File: config.mk
export PLATFORM = sky130hd
export DESIGN_NAME = tx_byte_fifo
export DESIGN_NICKNAME = d
export VERILOG_FILES = /design/src/rtl/tx_byte_fifo.sv
export SDC_FILE = /design/constraint.sdc
export NUM_CORES = 1
export LEC_CHECK = 0
export BUFFER_PORTS_ARGS = -buffer_cell sky130_fd_sc_hd__buf_2
export CORE_MARGIN = 10
export CORE_UTILIZATION = 62
export DETAILED_ROUTE_END_ITERATION = 8
export GPL_ROUTABILITY_DRIVEN = 0
export HOLD_SLACK_MARGIN = 0.05
export PLACE_DENSITY = 0.88
export SETUP_SLACK_MARGIN = 0.2
export SYNTH_ARGS = -nofsm -noshare
export SYNTH_HDL_FRONTEND = slang
export SYNTH_SLANG_ARGS = --single-unit
File: constraint.sdc
create_clock -name clk -period 5.15 [get_ports clk]
set_input_delay 1.03 -clock clk [delete_from_list [all_inputs] [get_ports clk]]
set_output_delay 1.03 -clock clk [all_outputs]
set_load 0.01 [all_outputs]
File: src/rtl/tx_byte_fifo.sv
// Byte FIFO between the encryptor and the UART transmitter. A circular buffer
// absorbs bursts of encrypted bytes, and a small drain FSM launches one byte
// at a time, waiting for the transmitter to go busy and then idle again.
module tx_byte_fifo #(
  parameter int unsigned DEPTH        = 16, // power of two, >= 2
  parameter int unsigned BUSY_TIMEOUT = 4   // >= 1
) (
  input  logic                     clk,
  input  logic                     rst,
  input  logic                     wr_en,
  input  logic [7:0]               wr_data,
  input  logic                     tx_busy,
  output logic                     tx_start,
  output logic [7:0]               tx_data,
  output logic                     full,
  output logic                     empty,
  output logic [$clog2(DEPTH):0]   count,
  output logic                     overflow
);

  localparam int unsigned AW = $clog2(DEPTH);
  localparam int unsigned CW = AW + 1;
  localparam int unsigned TW = (BUSY_TIMEOUT > 1) ? $clog2(BUSY_TIMEOUT) : 1;
  localparam logic [TW-1:0] TmoLast  = TW'(BUSY_TIMEOUT - 1);
  localparam logic [CW-1:0] CntDepth = CW'(DEPTH);

  typedef enum logic [1:0] {StIdle, StWaitBusy, StWaitDone} state_e;

  state_e          state_q, state_d;
  logic [AW-1:0]   wr_ptr_q, wr_ptr_d;
  logic [AW-1:0]   rd_ptr_q, rd_ptr_d;
  logic [CW-1:0]   count_q, count_d;
  logic [TW-1:0]   tmo_q, tmo_d;
  logic            overflow_q, overflow_d;
  logic            tx_start_q, tx_start_d;
  logic [7:0]      tx_data_q, tx_data_d;
  // Delayed "not empty": gives a freshly written byte one settle cycle, so it
  // launches two edges after the edge that stored it.
  logic            ready_q, ready_d;
  logic [7:0]      mem_q [DEPTH];

  logic push, pop;

  // Flags come straight from the registered count.
  assign full  = (count_q == CntDepth);
  assign empty = (count_q == '0);

  // Storage and occupancy: a write while full is dropped even if a pop
  // frees a slot on the same edge.
  always_comb begin
    push       = wr_en && !full;
    wr_ptr_d   = push ? wr_ptr_q + AW'(1) : wr_ptr_q;
    rd_ptr_d   = pop  ? rd_ptr_q + AW'(1) : rd_ptr_q;
    count_d    = count_q + CW'(push) - CW'(pop);
    overflow_d = overflow_q || (wr_en && full);
    ready_d    = !empty;
  end

  // Drain FSM: launch one byte, wait for busy (bounded), then wait for idle.
  always_comb begin
    state_d    = state_q;
    tmo_d      = tmo_q;
    pop        = 1'b0;
    tx_start_d = 1'b0;
    tx_data_d  = tx_data_q;
    unique case (state_q)
      StIdle: begin
        if (ready_q && !empty && !tx_busy) begin
          pop        = 1'b1;
          tx_start_d = 1'b1;
          tx_data_d  = mem_q[rd_ptr_q];
          tmo_d      = '0;
          state_d    = StWaitBusy;
        end
      end
      StWaitBusy: begin
        if (tx_busy) begin
          state_d = StWaitDone;
        end else if (tmo_q == TmoLast) begin
          // Transmitter never acknowledged; give up on the handshake.
          state_d = StIdle;
        end else begin
          tmo_d = tmo_q + TW'(1);
        end
      end
      StWaitDone: begin
        if (!tx_busy) state_d = StIdle;
      end
      default: state_d = StIdle;
    endcase
  end

  // Byte storage needs no reset; occupancy tracking makes stale entries unreachable.
  always_ff @(posedge clk) begin
    if (push) mem_q[wr_ptr_q] <= wr_data;
  end

  // Control state and registered outputs.
  always_ff @(posedge clk or posedge rst) begin
    if (rst) begin
      state_q    <= StIdle;
      wr_ptr_q   <= '0;
      rd_ptr_q   <= '0;
      count_q    <= '0;
      tmo_q      <= '0;
      overflow_q <= 1'b0;
      tx_start_q <= 1'b0;
      tx_data_q  <= 8'h00;
      ready_q    <= 1'b0;
    end else begin
      state_q    <= state_d;
      wr_ptr_q   <= wr_ptr_d;
      rd_ptr_q   <= rd_ptr_d;
      count_q    <= count_d;
      tmo_q      <= tmo_d;
      overflow_q <= overflow_d;
      tx_start_q <= tx_start_d;
      tx_data_q  <= tx_data_d;
      ready_q    <= ready_d;
    end
  end

  assign tx_start = tx_start_q;
  assign tx_data  = tx_data_q;
  assign count    = count_q;
  assign overflow = overflow_q;

endmodule

Word level (Yosys, flattened, before mapping)
Memories as Yosys holds them, arrays and structs flattened. A register that Yosys moved wholly into a read port is not among the register bits.
Index checks and enable logic that the tools add are counted.
- register bits: 20
- memory bits (writable): 128
- output and inout bits: 17
- memories: 1
- memories (name ; words ; width ; read ports ; clocked after memory_dff ; write ports ; RTL line ; source):
    mem_q ; 16 ; 8 ; 1 ; 1 ; 1 ; 40 ; logic [7:0] mem_q [DEPTH];
- add/sub/neg operators: 5
- equality and inequality tests: 9
- mux-type cells: 13
- reductions and logical operators: 14
- operator list (kind ; number):
    2-bit 2-to-1 mux ; 7
    4-bit by 1-bit adder with 4-bit output, second input constant ; 2
    2-bit != test, second input constant ; 4
    2-bit case mux with 3 select lines ; 1
    5-bit by 1-bit adder with 5-bit output ; 1
    5-bit equality test, second input constant ; 1
    5-bit zero test ; 1
    5-bit by 1-bit subtractor with 5-bit output ; 1
    2-bit equality test, second input constant ; 2
    1-bit logical AND ; 4
    1-bit 2-to-1 mux ; 4
    2-bit case mux with 2 select lines ; 1
    4-bit AND reduction ; 1
    1-bit zero test ; 3
    3-bit != test, second input constant ; 1
    3-bit AND reduction ; 1
    2-bit by 1-bit adder with 2-bit output, second input constant ; 1
    2-bit by 1-bit equality test with 1-bit output, second input constant ; 1
    2-bit zero test ; 1
    2-bit AND reduction ; 1
    2-bit nonzero test ; 1
    1-bit logical OR ; 1

Depth between registers and ports, before layout
- word-level depth: 7
- gate-level depth with buffers: 15

Least setup slack after synthesis
No wires, ideal clock.
- path kind: input to register
- from: input port wr_en
- to: register count_q[4] (netlist: count[4])
- arrival time: 2.739 ns
- data required time: 5.070 ns
- setup slack: 2.331 ns
- cell stages on the path: 12
- path through: nor2b_1 -> clkbuf_1 -> inv_1 -> ha_1 -> inv_1 -> ha_1 -> inv_1 -> fa_1 -> inv_1 -> a21oi_1 -> o21bai_1 -> xnor2_1
- cells in the longest elaborated chain, start to end: 3
- RTL lines (what ; RTL line ; source):
    from (decl) ; 10 ; input logic wr_en,
    1-bit logical AND ; 51 ; push = wr_en && !full;
    5-bit by 1-bit adder with 5-bit output ; 54 ; count_d = count_q + CW'(push) - CW'(pop);
    5-bit by 1-bit subtractor with 5-bit output ; 54 ;
    net count_d[4] ; 32 ; logic [CW-1:0] count_q, count_d;
    to (signal assigned) ; 114 ; count_q <= count_d;
    to (decl) ; 32 ;
The timed path passes the listed nets, and every way through them passes these cells.
A chain may end at the register's enable or synchronous reset.

Final worst setup path
- from: register count_q[3] (netlist: count[3])
- to: register count_q[4] (netlist: count[4])
- cells in the longest elaborated chain, start to end: 7
- elaborated cells on any way between the ends: 11
- classes of those cells: 2 x add/sub; 1 x eq/ne; 2 x mux; 6 x reduce/logical
- RTL lines (what ; RTL line ; source):
    5-bit zero test ; 46 ; assign empty = (count_q == '0);
    1-bit zero test ; n/a ;
    net ready_d ; 39 ; logic ready_q, ready_d;
    1-bit logical AND (2 in series) ; 68 ; if (ready_q && !empty && !tx_busy) begin
    1-bit 2-to-1 mux ; 68 ;
    1-bit 2-to-1 mux ; 66 ; unique case (state_q)
    net pop ; 42 ; logic push, pop;
    5-bit by 1-bit subtractor with 5-bit output ; 54 ;
    net count_d[4] ; 32 ;
The timed path passes the listed nets, and every way through them passes these cells.

==> reports/qor.csv <==
metric,value,unit
r2r setup slk,1950,ps
Fmax,312.6,MHz
worst hold slack,450.2,ps
initial DRC count,379,
cts hold-fix bufs,0,
Setup CP Type,flip-flop to flip-flop,
Max VDD drop,0.0004548,V
P_leak,0.002599,uW
synthesized flop and latch total,156,
DR WL/cell,24.69,um
Pwr per Cell Area,579.7,nW/um2
Worst setup SP type,flip-flop,
synth warn,0,
"most common cell after layout, fill and taps aside",edfxtp_1,
Mapped Cells,331,
post-route cell area,7102,um2
top_reg_cell synth,edfxtp_1,
DR vias/cell,6.103,
Mapped Area,6306,um2
Post-synth EDFFs,128,
grt ovf,0,
final WL,12670,um
Layout area overhead,12.62,%
largest net degree at the start of global routing,36,
DRC viols,0,
Setup-failing EPs final,0,
Die Y,120.9,um
hold_sp,overflow,
most frequent cells in the layout,"edfxtp_1 (128), buf_2 (28), dfrtp_1 (27), mux4_2 (21)",
Slew HR,20.46,%
Placed Area,6539,um2
max_cap viols,0,
CTS resizes,0,
maximum clock insertion buffer count,2,
Worst-Margin Slew,1184,ps
post-synth top area share,60.95,%
CTS Root Cell,clkbuf_8,
clk_lat worst skew,540,ps
Worst Hold End,overflow,
Final min period,3199,ps
Worst Hold Class,flip-flop to flip-flop,
CTS Buf Count,17,
Max Slew Vio Count,0,
crit path capture type,flip-flop,
CTS tree,built,
asr flop ratio synth,17.95,%
status,"finished, final reports clean",
Core Area,9819,um2
io pins,29,
top post-synthesis cells by area,"edfxtp_1 (61%), dfrtp_1 (11%), mux4_2 (7.5%)",
Final Hold Vio Count,0,
reg2reg start,count[3],
Std-Cell Rows,36,
initial antenna violation count,0,
"Arr. time, crit path",3660,ps
Port Buffer Count,28,
syn_nets,356,
library cells used by synthesis,35,
CP startpoint,count[3],
Max H-tree Level,4,
Die W,120.9,um
Final #Nets,392,
DP HPWL,7210,um
global-route wire length before repair,19570,um
clk sinks,156,
Setup Skew,9.849,ps
cell count of the worst reg-to-reg path,15,
number of diodes,0,
Final WS setup,1951,ps
router iterations before antenna repair,7,
"Reg clk slew, reported paths",60,ps
Post-CTS Setup Inserts,0,
number of global-route vias before repair,3354,
WP data required,5610,ps
Hold Path Depth,1,
total number of vias,3131,
Reg-to-Reg End,count[4],
RSZ-0062 raised after global routing,false,
TNS Setup,0,ps
gr usage total,18.16,%
Tcrit/Tclk final,62.12,%
share of cells above drive strength 1,23.68,%
starting density of the core,64.22,%
pre-CTS setup slack,1859,ps
placed cells,481,
die area,14600,um2
top cell type by total area after synthesis,edfxtp_1,
Routed Antenna Nets,0,
CP max FO,22,
syn_area_per_cell,19.05,um2
Post-Layout Cell Count,513,
post-synthesis sequential area ratio,72.06,%
## per-stage QoR
stage	util, %	power (uW)
3_5_place_dp	66.59	2910
2_1_floorplan	-	2625
4_1_cts	72.32	4139
6_report	72.32	4117
5_1_grt	72.32	4294
3_3_place_gp	66.59	2844
## worst max path at each step
stage	to	slack, ps
CTS	count[4]	1940
finish	count[4]	1950
global placement	mem_q[3][5]	1980
floorplan	count[4]	2330
global route	count[4]	1780
detailed placement	count[4]	1860
## critical path, stage by stage (launching register included)
cell,delay [ps]
dfrtp_1,400
inv_1,90
ha_1,160
or4b_4,480
nand4b_1,130
buf_4,270
inv_1,140
ha_1,300
inv_1,60
ha_1,170
inv_1,60
fa_1,410
inv_1,80
a21oi_1,60
o21bai_1,180
xnor2_1,130
## routing by layer
layer  track usage (%)  vias to the layer above  wire length [um]
met1             21.40                     1601              4707
met2             31.36                      145              6838
met3             3.955                       16               924
met4             7.919                        0               195
met5                 0                        -                 0
li1                  -                     1369                 -
## final cells by class
class                   instances  area [um2]
inverters                      15       56.30
flip-flops and latches        156        4546
well taps                     133       166.4
multi-input cells             144        1593
fillers                       590        2718
repair buffers                 33       177.7
clock buffers                  20       425.4
clock inverters                12       137.6
## where the power goes
part / internal [uW] / total (uW) / switching (uW)
sequential: 1580 / 1790 / 206
clock: 695 / 1190 / 500
combinational: 555 / 1130 / 577
total: 2830 / 4120 / 1280
## Yosys cell counts, drive strengths merged (2+ instances only)
cell type	count
nand2	16
a21o	2
nand4	2
buf	13
a21oi	5
inv	15
ha	12
nand2b	2
mux2i	13
o21ai	8
a211o	3
nor2	13
edfxtp	128
nor2b	4
nand3	2
xor2	3
dfrtp	28
a22o	3
mux4	32
clkbuf	3
mux2	5
nor3	4
xnor2	8
## logic make-up after synthesis
logic type	Yosys count	share of synthesized area, %
flops	156	72.06
mux	50	15.04
simple gates	48	3.770
compound gates	22	2.222
buf+inv	31	2.678
xor+xnor	11	1.528
fa+ha+maj	13	2.698
## registers in the layout, indices dropped and copies added, names as in the netlist
name and count:
overflow 1, tmo_q 2, ready_q 1, state_q 2, rd_ptr_q 4, mem_q 128
tx_start 1, count 5, tx_data 8, wr_ptr_q 4
No activity file was read; power rests on OpenSTA's default activity.
